--- src/rtl/branch_target_buffer_if.sv ---
// rtl/branch_target_buffer_if.sv - fetch lookup / EX update bundle for branch_target_buffer
// master drives lookups, updates and flush; slave is the buffer answering with hit/target/stats.
`ifndef ADDR_WIDTH
`define ADDR_WIDTH 32
`endif

interface branch_target_buffer_if #(
  parameter int ADDR_WIDTH = `ADDR_WIDTH
);
  logic                  i_lookup_valid;
  logic [ADDR_WIDTH-1:0] i_lookup_pc;
  logic                  o_hit;
  logic [ADDR_WIDTH-1:0] o_target;
  logic                  i_upd_valid;
  logic [ADDR_WIDTH-1:0] i_upd_pc;
  logic [ADDR_WIDTH-1:0] i_upd_target;
  logic                  i_upd_taken;
  logic                  i_upd_is_jump;
  logic                  i_flush;
  logic [31:0]           o_lookups;
  logic [31:0]           o_hits;

  modport master (
    output i_lookup_valid, i_lookup_pc,
    output i_upd_valid, i_upd_pc, i_upd_target, i_upd_taken, i_upd_is_jump,
    output i_flush,
    input  o_hit, o_target, o_lookups, o_hits
  );

  modport slave (
    input  i_lookup_valid, i_lookup_pc,
    input  i_upd_valid, i_upd_pc, i_upd_target, i_upd_taken, i_upd_is_jump,
    input  i_flush,
    output o_hit, o_target, o_lookups, o_hits
  );
endinterface

--- src/rtl/branch_target_buffer.sv ---
// rtl/branch_target_buffer.sv - 2-way set-associative fetch BTB with combinational lookup
// Optional lookup/hit statistics counters are built only when BTB_STATS_EN is defined.
module branch_target_buffer #(
  parameter int SETS       = 16,
  parameter int ADDR_WIDTH = `ADDR_WIDTH
) (
  input logic                   clk,
  input logic                   rst_n,
  branch_target_buffer_if.slave bus
);
  localparam int INDEX_BITS = $clog2(SETS);
  localparam int TAG_BITS   = ADDR_WIDTH - INDEX_BITS - 2;

  logic [SETS-1:0]       valid_q [2];
  logic [SETS-1:0]       lru_q;
  logic [TAG_BITS-1:0]   tag_q    [2][SETS];
  logic [ADDR_WIDTH-1:0] target_q [2][SETS];
  logic [1:0]            cnt_q    [2][SETS];
  logic                  jmp_q    [2][SETS];

  // ---------------- lookup ----------------
  logic [INDEX_BITS-1:0] l_idx;
  logic [TAG_BITS-1:0]   l_tag;
  logic                  l_match0, l_match1;
  logic                  l_pred;
  logic [ADDR_WIDTH-1:0] l_target;
  logic                  hit;

  assign l_idx    = bus.i_lookup_pc[INDEX_BITS+1:2];
  assign l_tag    = bus.i_lookup_pc[ADDR_WIDTH-1:INDEX_BITS+2];
  assign l_match0 = valid_q[0][l_idx] && (tag_q[0][l_idx] == l_tag);
  assign l_match1 = valid_q[1][l_idx] && (tag_q[1][l_idx] == l_tag);

  always_comb begin
    l_pred   = 1'b0;
    l_target = '0;
    if (l_match0) begin
      l_pred   = jmp_q[0][l_idx] | cnt_q[0][l_idx][1];
      l_target = target_q[0][l_idx];
    end else if (l_match1) begin
      l_pred   = jmp_q[1][l_idx] | cnt_q[1][l_idx][1];
      l_target = target_q[1][l_idx];
    end
  end

  assign hit          = bus.i_lookup_valid & (l_match0 | l_match1) & l_pred;
  assign bus.o_hit    = hit;
  assign bus.o_target = hit ? l_target : '0;

  // ---------------- update ----------------
  logic [INDEX_BITS-1:0] u_idx;
  logic [TAG_BITS-1:0]   u_tag;
  logic                  u_hit0, u_hit1, u_hit;
  logic                  u_up;
  logic                  u_way;
  logic                  do_write;
  logic [1:0]            old_cnt, new_cnt;
  logic [ADDR_WIDTH-1:0] new_target;

  assign u_idx  = bus.i_upd_pc[INDEX_BITS+1:2];
  assign u_tag  = bus.i_upd_pc[ADDR_WIDTH-1:INDEX_BITS+2];
  assign u_hit0 = valid_q[0][u_idx] && (tag_q[0][u_idx] == u_tag);
  assign u_hit1 = valid_q[1][u_idx] && (tag_q[1][u_idx] == u_tag);
  assign u_hit  = u_hit0 | u_hit1;
  assign u_up   = bus.i_upd_taken | bus.i_upd_is_jump;

  // Hits train their own way; misses fill the first empty way, else the LRU way.
  always_comb begin
    u_way = 1'b0;
    if (u_hit1) begin
      u_way = 1'b1;
    end else if (!u_hit0) begin
      if (!valid_q[0][u_idx])      u_way = 1'b0;
      else if (!valid_q[1][u_idx]) u_way = 1'b1;
      else                         u_way = lru_q[u_idx];
    end
  end

  assign do_write = bus.i_upd_valid & ~bus.i_flush & (u_hit | u_up);
  assign old_cnt  = cnt_q[u_way][u_idx];

  always_comb begin
    new_cnt    = 2'b10;
    new_target = bus.i_upd_target;
    if (u_hit) begin
      if (u_up) begin
        new_cnt = (old_cnt == 2'b11) ? 2'b11 : old_cnt + 2'd1;
      end else begin
        new_cnt    = (old_cnt == 2'b00) ? 2'b00 : old_cnt - 2'd1;
        new_target = target_q[u_way][u_idx];
      end
    end
  end

  always_ff @(posedge clk or negedge rst_n) begin
    if (!rst_n) begin
      valid_q[0] <= '0;
      valid_q[1] <= '0;
      lru_q      <= '0;
    end else if (bus.i_flush) begin
      valid_q[0] <= '0;
      valid_q[1] <= '0;
      lru_q      <= '0;
    end else if (do_write) begin
      valid_q[u_way][u_idx] <= 1'b1;
      lru_q[u_idx]          <= ~u_way;
    end
  end

  // Payload needs no reset: it is only observed behind a valid bit.
  always_ff @(posedge clk) begin
    if (do_write) begin
      tag_q[u_way][u_idx]    <= u_tag;
      target_q[u_way][u_idx] <= new_target;
      cnt_q[u_way][u_idx]    <= new_cnt;
      jmp_q[u_way][u_idx]    <= bus.i_upd_is_jump;
    end
  end

  logic unused_pc_bits;
  assign unused_pc_bits = &{1'b0, bus.i_lookup_pc[1:0], bus.i_upd_pc[1:0]};

  // ---------------- statistics ----------------
`ifdef BTB_STATS_EN
  logic [31:0] lookups_q, hits_q;

  always_ff @(posedge clk or negedge rst_n) begin
    if (!rst_n) begin
      lookups_q <= '0;
      hits_q    <= '0;
    end else begin
      if (bus.i_lookup_valid && lookups_q != 32'hFFFF_FFFF) lookups_q <= lookups_q + 32'd1;
      if (hit && hits_q != 32'hFFFF_FFFF)                   hits_q    <= hits_q + 32'd1;
    end
  end

  assign bus.o_lookups = lookups_q;
  assign bus.o_hits    = hits_q;
`else
  assign bus.o_lookups = 32'd0;
  assign bus.o_hits    = 32'd0;
`endif
endmodule

--- src/flat_wrapper.sv ---
// flat-port wrapper written by rule: the top's interface ports become plain ports
module branch_target_buffer_flat 
#(
  parameter int SETS       = 16,
  parameter int ADDR_WIDTH = `ADDR_WIDTH
)
  (clk, rst_n, bus_i_lookup_valid, bus_i_lookup_pc, bus_i_upd_valid, bus_i_upd_pc, bus_i_upd_target, bus_i_upd_taken, bus_i_upd_is_jump, bus_i_flush, bus_o_hit, bus_o_target, bus_o_lookups, bus_o_hits);
  branch_target_buffer_if #(.ADDR_WIDTH(ADDR_WIDTH)) bus_i ();
  input logic clk;
  input logic rst_n;
  input wire logic [$bits(bus_i.i_lookup_valid)-1:0] bus_i_lookup_valid;
  input wire logic [$bits(bus_i.i_lookup_pc)-1:0] bus_i_lookup_pc;
  input wire logic [$bits(bus_i.i_upd_valid)-1:0] bus_i_upd_valid;
  input wire logic [$bits(bus_i.i_upd_pc)-1:0] bus_i_upd_pc;
  input wire logic [$bits(bus_i.i_upd_target)-1:0] bus_i_upd_target;
  input wire logic [$bits(bus_i.i_upd_taken)-1:0] bus_i_upd_taken;
  input wire logic [$bits(bus_i.i_upd_is_jump)-1:0] bus_i_upd_is_jump;
  input wire logic [$bits(bus_i.i_flush)-1:0] bus_i_flush;
  output wire logic [$bits(bus_i.o_hit)-1:0] bus_o_hit;
  output wire logic [$bits(bus_i.o_target)-1:0] bus_o_target;
  output wire logic [$bits(bus_i.o_lookups)-1:0] bus_o_lookups;
  output wire logic [$bits(bus_i.o_hits)-1:0] bus_o_hits;
  assign bus_i.i_lookup_valid = bus_i_lookup_valid;
  assign bus_i.i_lookup_pc = bus_i_lookup_pc;
  assign bus_i.i_upd_valid = bus_i_upd_valid;
  assign bus_i.i_upd_pc = bus_i_upd_pc;
  assign bus_i.i_upd_target = bus_i_upd_target;
  assign bus_i.i_upd_taken = bus_i_upd_taken;
  assign bus_i.i_upd_is_jump = bus_i_upd_is_jump;
  assign bus_i.i_flush = bus_i_flush;
  assign bus_o_hit = bus_i.o_hit;
  assign bus_o_target = bus_i.o_target;
  assign bus_o_lookups = bus_i.o_lookups;
  assign bus_o_hits = bus_i.o_hits;
  branch_target_buffer #(.SETS(SETS), .ADDR_WIDTH(ADDR_WIDTH)) u_core (.clk(clk), .rst_n(rst_n), .bus(bus_i));
endmodule
--- config.mk ---
export PLATFORM = sky130hd
export DESIGN_NAME = branch_target_buffer_flat
export DESIGN_NICKNAME = d
export VERILOG_FILES = /design/src/rtl/branch_target_buffer_if.sv /design/src/rtl/branch_target_buffer.sv /design/src/flat_wrapper.sv
export SDC_FILE = /design/constraint.sdc
export NUM_CORES = 2
export LEC_CHECK = 0
export CAP_MARGIN = 10
export CELL_PAD_IN_SITES_DETAIL_PLACEMENT = 0
export CELL_PAD_IN_SITES_GLOBAL_PLACEMENT = 2
export CORE_UTILIZATION = 50
export CTS_BUF_LIST = sky130_fd_sc_hd__clkbuf_8
export DETAILED_ROUTE_END_ITERATION = 7
export DONT_BUFFER_PORTS = 1
export PLACE_DENSITY = 0.78
export SKIP_LAST_GASP = 1
export SLEW_MARGIN = 20
export SYNTH_ARGS = -nofsm -noshare
export SYNTH_HDL_FRONTEND = slang
export SYNTH_SLANG_ARGS = --single-unit
--- constraint.sdc ---
create_clock -name clk -period 21 [get_ports clk]
set_clock_uncertainty 0.15 [all_clocks]
set_input_delay 4.2 -clock clk [delete_from_list [all_inputs] [get_ports clk]]
set_output_delay 4.2 -clock clk [all_outputs]
set_load 0.05 [all_outputs]
After elaboration in Yosys (flattened, before gate mapping)

Memories as Yosys holds them, arrays and structs flattened.
Cells that the tools add are included.

Add/sub/neg operators: 2
$lt $le $gt $ge: 8
Eq/ne operators: 5
Muxes and demuxes: 83
Bitwise operators: 16
Reduce and logical (&&, ||, !) cells: 9

Operators by type and width:

| kind                                                                          | number |
|---|---|
| 512-bit 2-to-1 mux                                                            | 1 |
| 32-bit 2-to-1 mux                                                             | 15 |
| 26-bit binary-select mux with 4-bit select                                    | 4 |
| 416-bit 2-to-1 mux                                                            | 1 |
| 32-bit binary-select mux with 4-bit select                                    | 3 |
| 26-bit 2-to-1 mux                                                             | 9 |
| 32-bit demux with 4-bit select                                                | 1 |
| 26-bit demux with 4-bit select                                                | 1 |
| 26-bit equality test                                                          | 4 |
| 16-bit 2-to-1 mux                                                             | 4 |
| 32-bit bitwise OR                                                             | 1 |
| 1-bit binary-select mux with 4-bit select                                     | 7 |
| 2-bit binary-select mux with 4-bit select                                     | 3 |
| 2-bit 2-to-1 mux                                                              | 11 |
| 1-bit 2-to-1 mux                                                              | 18 |
| 16-bit bitwise mux                                                            | 1 |
| 16-bit demux with 1-bit select                                                | 1 |
| 5-bit >= comparator (second input constant)                                   | 2 |
| 4-bit by 5-bit less-than comparator with 1-bit output (second input constant) | 2 |
| 4-bit NOT with 5-bit output                                                   | 2 |
| 1-bit demux with 4-bit select                                                 | 2 |
| 2-bit demux with 4-bit select                                                 | 1 |
| 1-bit logical AND                                                             | 7 |
| 1-bit bitwise OR                                                              | 6 |
| 12 further kinds                                                              | 16 |

Bits in registers: 48
RAM bits: 1952
Input bits: 103
Output and inout bits: 97
Logic and storage cells: 130
Memories: 4

Memories:

| memory          | depth | bits a word | read ports | clocked after memory_dff | write ports | line                       | RTL |
|---|---|---|---|---|---|---|---|
| u_core.target_q | 2     | 512         | 3          | 0                        | 1           | branch_target_buffer.sv:17 | `logic [ADDR_WIDTH-1:0] target_q [2][SETS];` |
| u_core.tag_q    | 2     | 416         | 2          | 0                        | 1           | branch_target_buffer.sv:16 | `logic [TAG_BITS-1:0] tag_q [2][SETS];` |
| u_core.cnt_q    | 2     | 32          | 3          | 0                        | 1           | branch_target_buffer.sv:18 | `logic [1:0] cnt_q [2][SETS];` |
| u_core.jmp_q    | 2     | 16          | 2          | 0                        | 1           | branch_target_buffer.sv:19 | `logic jmp_q [2][SETS];` |

Logic depth before layout (Yosys ltp)

Depth in word-level cells: 16
Mapped depth: 24
Depth with buffers taken out: 13

Worst setup path before layout

Ideal clock, no wire load.

Path type: input to register
From: input port bus_i_upd_pc[2]
To: memory u_core.cnt_q[1][12] in the netlist's numbering (enable)
Library setup time: 0.558 ns
Arrival time: 11.980 ns
Data required time: 20.292 ns
Path slack: 8.312 ns
Stages on the path: 17
Path buffers: 7
Cells stage by stage: buf_2 buf_4 buf_4 buf_2 mux4_2 mux2i_1 mux2i_1 a2111oi_0 nand4_1 nor4_1 and4_1 buf_2 buf_2 o31ai_1 or2_2 clkbuf_1 nor3_1

Longest elaborated chain between the ends: 11
Elaborated cells between the ends (all ways): 31
Those cells by class: order compare: 2; eq/ne: 2; mux: 20; bitwise: 4; reduce/logical: 3

Ends and longest elaborated chain:

| item                                                                 | line                                                                                | RTL |
|---|---|---|
| from (decl)                                                          | flat_wrapper.sv:14                                                                  | `input wire logic [$bits(bus_i.i_upd_pc)-1:0] bus_i_upd_pc;` |
| 4-bit NOT with 5-bit output (implied by the code)                    | branch_target_buffer.sv:62, branch_target_buffer.sv:63, branch_target_buffer.sv:115 |  |
| 26-bit binary-select mux with 4-bit select, on equally long branches | branch_target_buffer.sv:62, branch_target_buffer.sv:63                              |  |
| 26-bit 2-to-1 mux, on equally long branches (2 in series)            | branch_target_buffer.sv:62, branch_target_buffer.sv:63                              |  |
| 26-bit equality test, on equally long branches                       | branch_target_buffer.sv:62, branch_target_buffer.sv:63                              |  |
| 1-bit logical AND, on equally long branches                          | branch_target_buffer.sv:62, branch_target_buffer.sv:63                              |  |
| 1-bit bitwise OR                                                     | branch_target_buffer.sv:64                                                          | `assign u_hit = u_hit0 \| u_hit1;` |
| 1-bit bitwise OR                                                     | branch_target_buffer.sv:79                                                          | `assign do_write = bus.i_upd_valid & ~bus.i_flush & (u_hit \| u_up);` |
| 1-bit bitwise AND                                                    | branch_target_buffer.sv:79                                                          |  |
| 1-bit 2-to-1 mux                                                     | branch_target_buffer.sv:112                                                         | `if (do_write) begin` |
| 32-bit 2-to-1 mux (implied by the code)                              | branch_target_buffer.sv:115                                                         | `cnt_q[u_way][u_idx] <= new_cnt;` |
| to (decl)                                                            | branch_target_buffer.sv:18                                                          |  |

Parallel ways exist; a longest one is shown, timed or not. The select of a mux whose other input is x is not followed.

Worst setup path after layout

From: input port bus_i_lookup_pc[2]
To: output port bus_o_target[0]

Longest elaborated chain between the ends: 10
Elaborated cells between the ends (all ways): 43
Those cells by class: eq/ne: 2; mux: 33; bitwise: 6; reduce/logical: 2

Ends and longest elaborated chain:

| item                                                                 | line                                                   | RTL |
|---|---|---|
| from (decl)                                                          | flat_wrapper.sv:12                                     | `input wire logic [$bits(bus_i.i_lookup_pc)-1:0] bus_i_lookup_pc;` |
| 4-bit NOT with 5-bit output (implied by the code)                    | -                                                      |  |
| 26-bit binary-select mux with 4-bit select, on equally long branches | branch_target_buffer.sv:31, branch_target_buffer.sv:32 |  |
| 26-bit 2-to-1 mux, on equally long branches (2 in series)            | branch_target_buffer.sv:31, branch_target_buffer.sv:32 |  |
| 26-bit equality test, on equally long branches                       | branch_target_buffer.sv:31, branch_target_buffer.sv:32 |  |
| 1-bit logical AND, on equally long branches                          | branch_target_buffer.sv:31, branch_target_buffer.sv:32 |  |
| 1-bit bitwise OR or 1-bit 2-to-1 mux (tied branches)                 | branch_target_buffer.sv:46, branch_target_buffer.sv:40 |  |
| 1-bit bitwise AND or 1-bit 2-to-1 mux (tied branches)                | branch_target_buffer.sv:46, branch_target_buffer.sv:37 |  |
| 1-bit bitwise AND                                                    | branch_target_buffer.sv:46                             | `assign hit = bus.i_lookup_valid & (l_match0 \| l_match1) & l_pred;` |
| 32-bit 2-to-1 mux (*)                                                | branch_target_buffer.sv:48                             | `assign bus.o_target = hit ? l_target : '0;` |
| to (decl)                                                            | flat_wrapper.sv:20                                     | `output wire logic [$bits(bus_i.o_target)-1:0] bus_o_target;` |

Every way passes the cells marked *; elsewhere a longest branch is shown, timed or not. The select of a mux whose other input is x is not followed.

==> reports/qor.yml <==
grt:
  grtUsageTotal_pct: 33.3
  grt_overflow_total: 0
  antenna_violations_before_repair: 3
  grt_pass1_vias: 60200
  grt_pass1_wl_um: 451000
  grt_start_max_net_pins: 498
detailed_routing:
  postRouteWirelength_um: 322000
  detailroute.wirelength.met3_um: 31600
  detailedRoute.firstIterationViolations: 7939
  route.detailed.vias_per_inst: 7.11
  wl_met1_um: 122000
  dr.max_layer_used: "met4"
  drt-pass1-iter-count: 6
  route.met2.wl_um: 153000
  drc: 0
  wire_per_inst_um: 38.0
  num_vias: 60300
  final_antenna_net_count: 0
synth:
  syn-mean-instance-area_um2: 16.7
  yosys-top-cells-count: "edfxtp_1, mux4_2, a21oi_1, o21ai_0"
  post_synth_num_cell_types: 79
  synthDominantAreaCellType: "edfxtp_1"
  synth_seq_area_share_pct: 62.5
  async_reset_ff_share_pct: 2.40
  yosys_register_bits: 2000
  count_of_flip_flops_with_a_built_in_enable_after_synthesis: 1952
  synth_cells: 5722
  most_frequent_cell_after_synthesis: "edfxtp_1"
  mappedNetlistArea_um2: 95800
  synth.area.top_cells: "edfxtp_1, mux4_2, mux2i_1, a21oi_1, o21ai_0"
  yosysWarningCount: 0
  yosysTopAreaCellShare_pct: 61.2
  ys.flop_type: "edfxtp_1"
power:
  power.leakage_nw: 33.8
  switching_fraction_of_total_power_pct: 23.1
  sequentialPowerShare_pct: 53.4
  share_comb_of_total_power_pct: 6.3
  cellInternalPower_mw: 6.33
  switchingPower_mw: 1.90
  ir_worst_vdd_mv: 0.0770
  power_density_nw_per_um2: 79.0
  power.clock.fraction_pct: 40.3
job:
  cap_viol_max_count: 0
worst_setup_path:
  crit_fanout: 497
  endpoint_class_of_the_critical_path: "output port"
  worst_path_cell_with_the_longest_stage_delay: "mux4_2"
  timing.critical_path.arrival_ns: 10.27
  worst-setup-path-type: "in2out"
  worst_setup_path_start_kind: "primary input"
  cp_cell_sequence: "mux4_2 > mux4_2 > xnor2_1 > nand4_1 > nor4_1 > buf_4 > nand4_1 > buf_4 > nand3_4 > buf_4 > o22ai_1 > and3_1"
  cpPeakStageDelay_ns: 0.93
  critical_path_required_ns: 16.65
  cp_top_family: "simple AND/OR/NAND/NOR gates"
  worstPathBufferInverterCount: 3
  critical-path-top-cell-by-count: "buf_4"
outcome:
  status: "finished, violations left"
  failing_checks: "max-slew violations"
sta:
  slew_headroom_pct: -43.4
  finalHoldViolations: 0
  setup_repair_after_global_routing_missed_its_margin: "false"
  period_needed_ns: 14.62
  final_min_period_over_clock_period_pct: 69.6
  timing.hold.ws_ns: 0.375
  fin_tns_setup_ns: 0
  timing_max_transition_violations_final: 407
  max_freq_mhz: 68.4
  setup_viol: 0
  tightestPinTransition_ns: 2.15
clock_tree:
  cts_resized: 0
  max_clock_buf_depth: 4
  hold_buffers: 0
  clock_insertion_delay_worst_skew_ns: 1.08
  clk_pin_slew_worst_paths_ns: 0.06
  numCtsBuffers: 349
  cts_post_setup_buffers_inserted: 0
  cts_root_buffer: "clkbuf_8"
  clock_tree_from_tritoncts: "done"
  ctsHtreeMaxLevel: 5
  cts.sinks: 2000
hold_path:
  hold_path.class: "reg2reg"
floorplanning:
  initial_utilization_pct: 50.4
  die_h_um: 440
  dieWidth_um: 440
  floorplan_die_area_um2: 193000
  rows: 160
  floorplan.io_pins: 200
  floorplan.core_area_um2: 190000
finish:
  multi_input_area_um2: 33500
  area_growth_syn_to_layout_pct: 8.83
  final_layout_size_suffix_gt1_share_pct: 25.7
  sequential_cell_area_um2: 59800
  fillers: 15000
  finalNetCount: 5813
placed_design:
  total_of_buffers_placed_on_input_and_output_ports: 0
  hpwl_um: 165000
  routabilityCongestion: 0.835
## path summary, 6_finish.rpt
kind                                       from                 endpoint  slack [ns]  cells past startpoint
min in group asynchronous                 rst_n          u_core.lru_q[1]        2.71                      0
max reg2reg                u_core.tag_q[0][258]  u_core.target_q[0][386]       13.51                     14
min reg2reg                  u_core.valid_q[11]       u_core.valid_q[11]        0.38                      1
max in group asynchronous                 rst_n       u_core.valid_q[31]       17.82                      0
min                          u_core.valid_q[11]       u_core.valid_q[11]        0.38                      1
max                          bus_i_lookup_pc[2]          bus_o_target[0]        6.38                     12
## metal layers
layer,vias to the layer above,global-route usage [%]
li1,23800,-
met3,788,6.24
met1,31900,44.8
met2,3853,52.7
met4,0,15.7
met5,-,0
## power by group through the flow
stage | Clock, mW | Combinational, mW | Sequential (mW)
detailed placement | 0 | 0.504 | 4.48
global placement | 0 | 0.502 | 4.48
floorplan | 0 | 0.449 | 4.48
global route | 3.51 | 0.532 | 4.39
CTS | 3.34 | 0.505 | 4.40
finish | 3.32 | 0.521 | 4.40
## worst reg2reg max path, cell delays in order (launching register included)
cell	delay (ns)
edfxtp_1	0.40
mux4_1	0.51
mux4_2	0.48
xor2_1	0.24
or4_1	0.56
or4b_4	0.54
o31ai_4	0.26
buf_4	0.71
buf_4	0.95
buf_12	0.71
nand3_1	0.47
a21oi_1	0.20
a211oi_1	0.08
o2111a_1	0.33
a21oi_4	0.57
## metrics by stage
step                      setup WS, ns  util [%]  total power [mW]  std cells  area (um^2)
after floorplan                   8.31         -              4.93       5785        96000
after global placement            7.03      51.5              4.98       7869        97900
after detailed placement          7.11      51.5              4.98       7870        97900
after CTS                         7.07      54.8              8.24       8479       104000
after global routing              6.79      54.8              8.44       8482       104000
final                             6.38      54.8              8.23       8483       104000
## registers in the layout, summed over array words and instances (netlist names)
| register | count |
|---|---|
| u_core.target_q | 1024 |
| u_core.tag_q | 832 |
| u_core.cnt_q | 64 |
| u_core.jmp_q | 32 |
| u_core.valid_q | 32 |
| u_core.lru_q | 16 |
## placed cells by master (no fill, tap or decap), types with 81 or more instances in the layout
cell type,n
mux4_2,820
clkinv_1,81
a22oi_1,132
clkbuf_8,361
mux2i_1,197
edfxtp_1,1952
a21oi_1,364
nor2_1,107
o21ai_0,304
inv_1,189
buf_4,134
nand3_1,297
## layout make-up
type / instances / share of cell area (%)
well taps: 2511 / 3.01
diodes: 4 / 0.00960
inverters: 100 / 0.433
clock inverters: 248 / 1.20
flip-flops and latches: 2000 / 57.4
multi-input cells: 3122 / 32.2
clock buffers: 361 / 4.77
repair buffers: 137 / 1.01
## logic make-up (layout without fill, tap and decap cells)
group           after synthesis  in the layout  share of synthesized area, %
buf+inv                     663            846                          3.14
mux                        1085           1085                          22.2
xor+xnor                     96             96                         0.878
compound gates             1171           1171                          7.59
fa+ha+maj                     1              1                        0.0105
flops                      2000           2000                          62.5
other cells                   1             68                       0.00392
simple gates                705            705                          3.77
(Power assumes the default switching activity.)
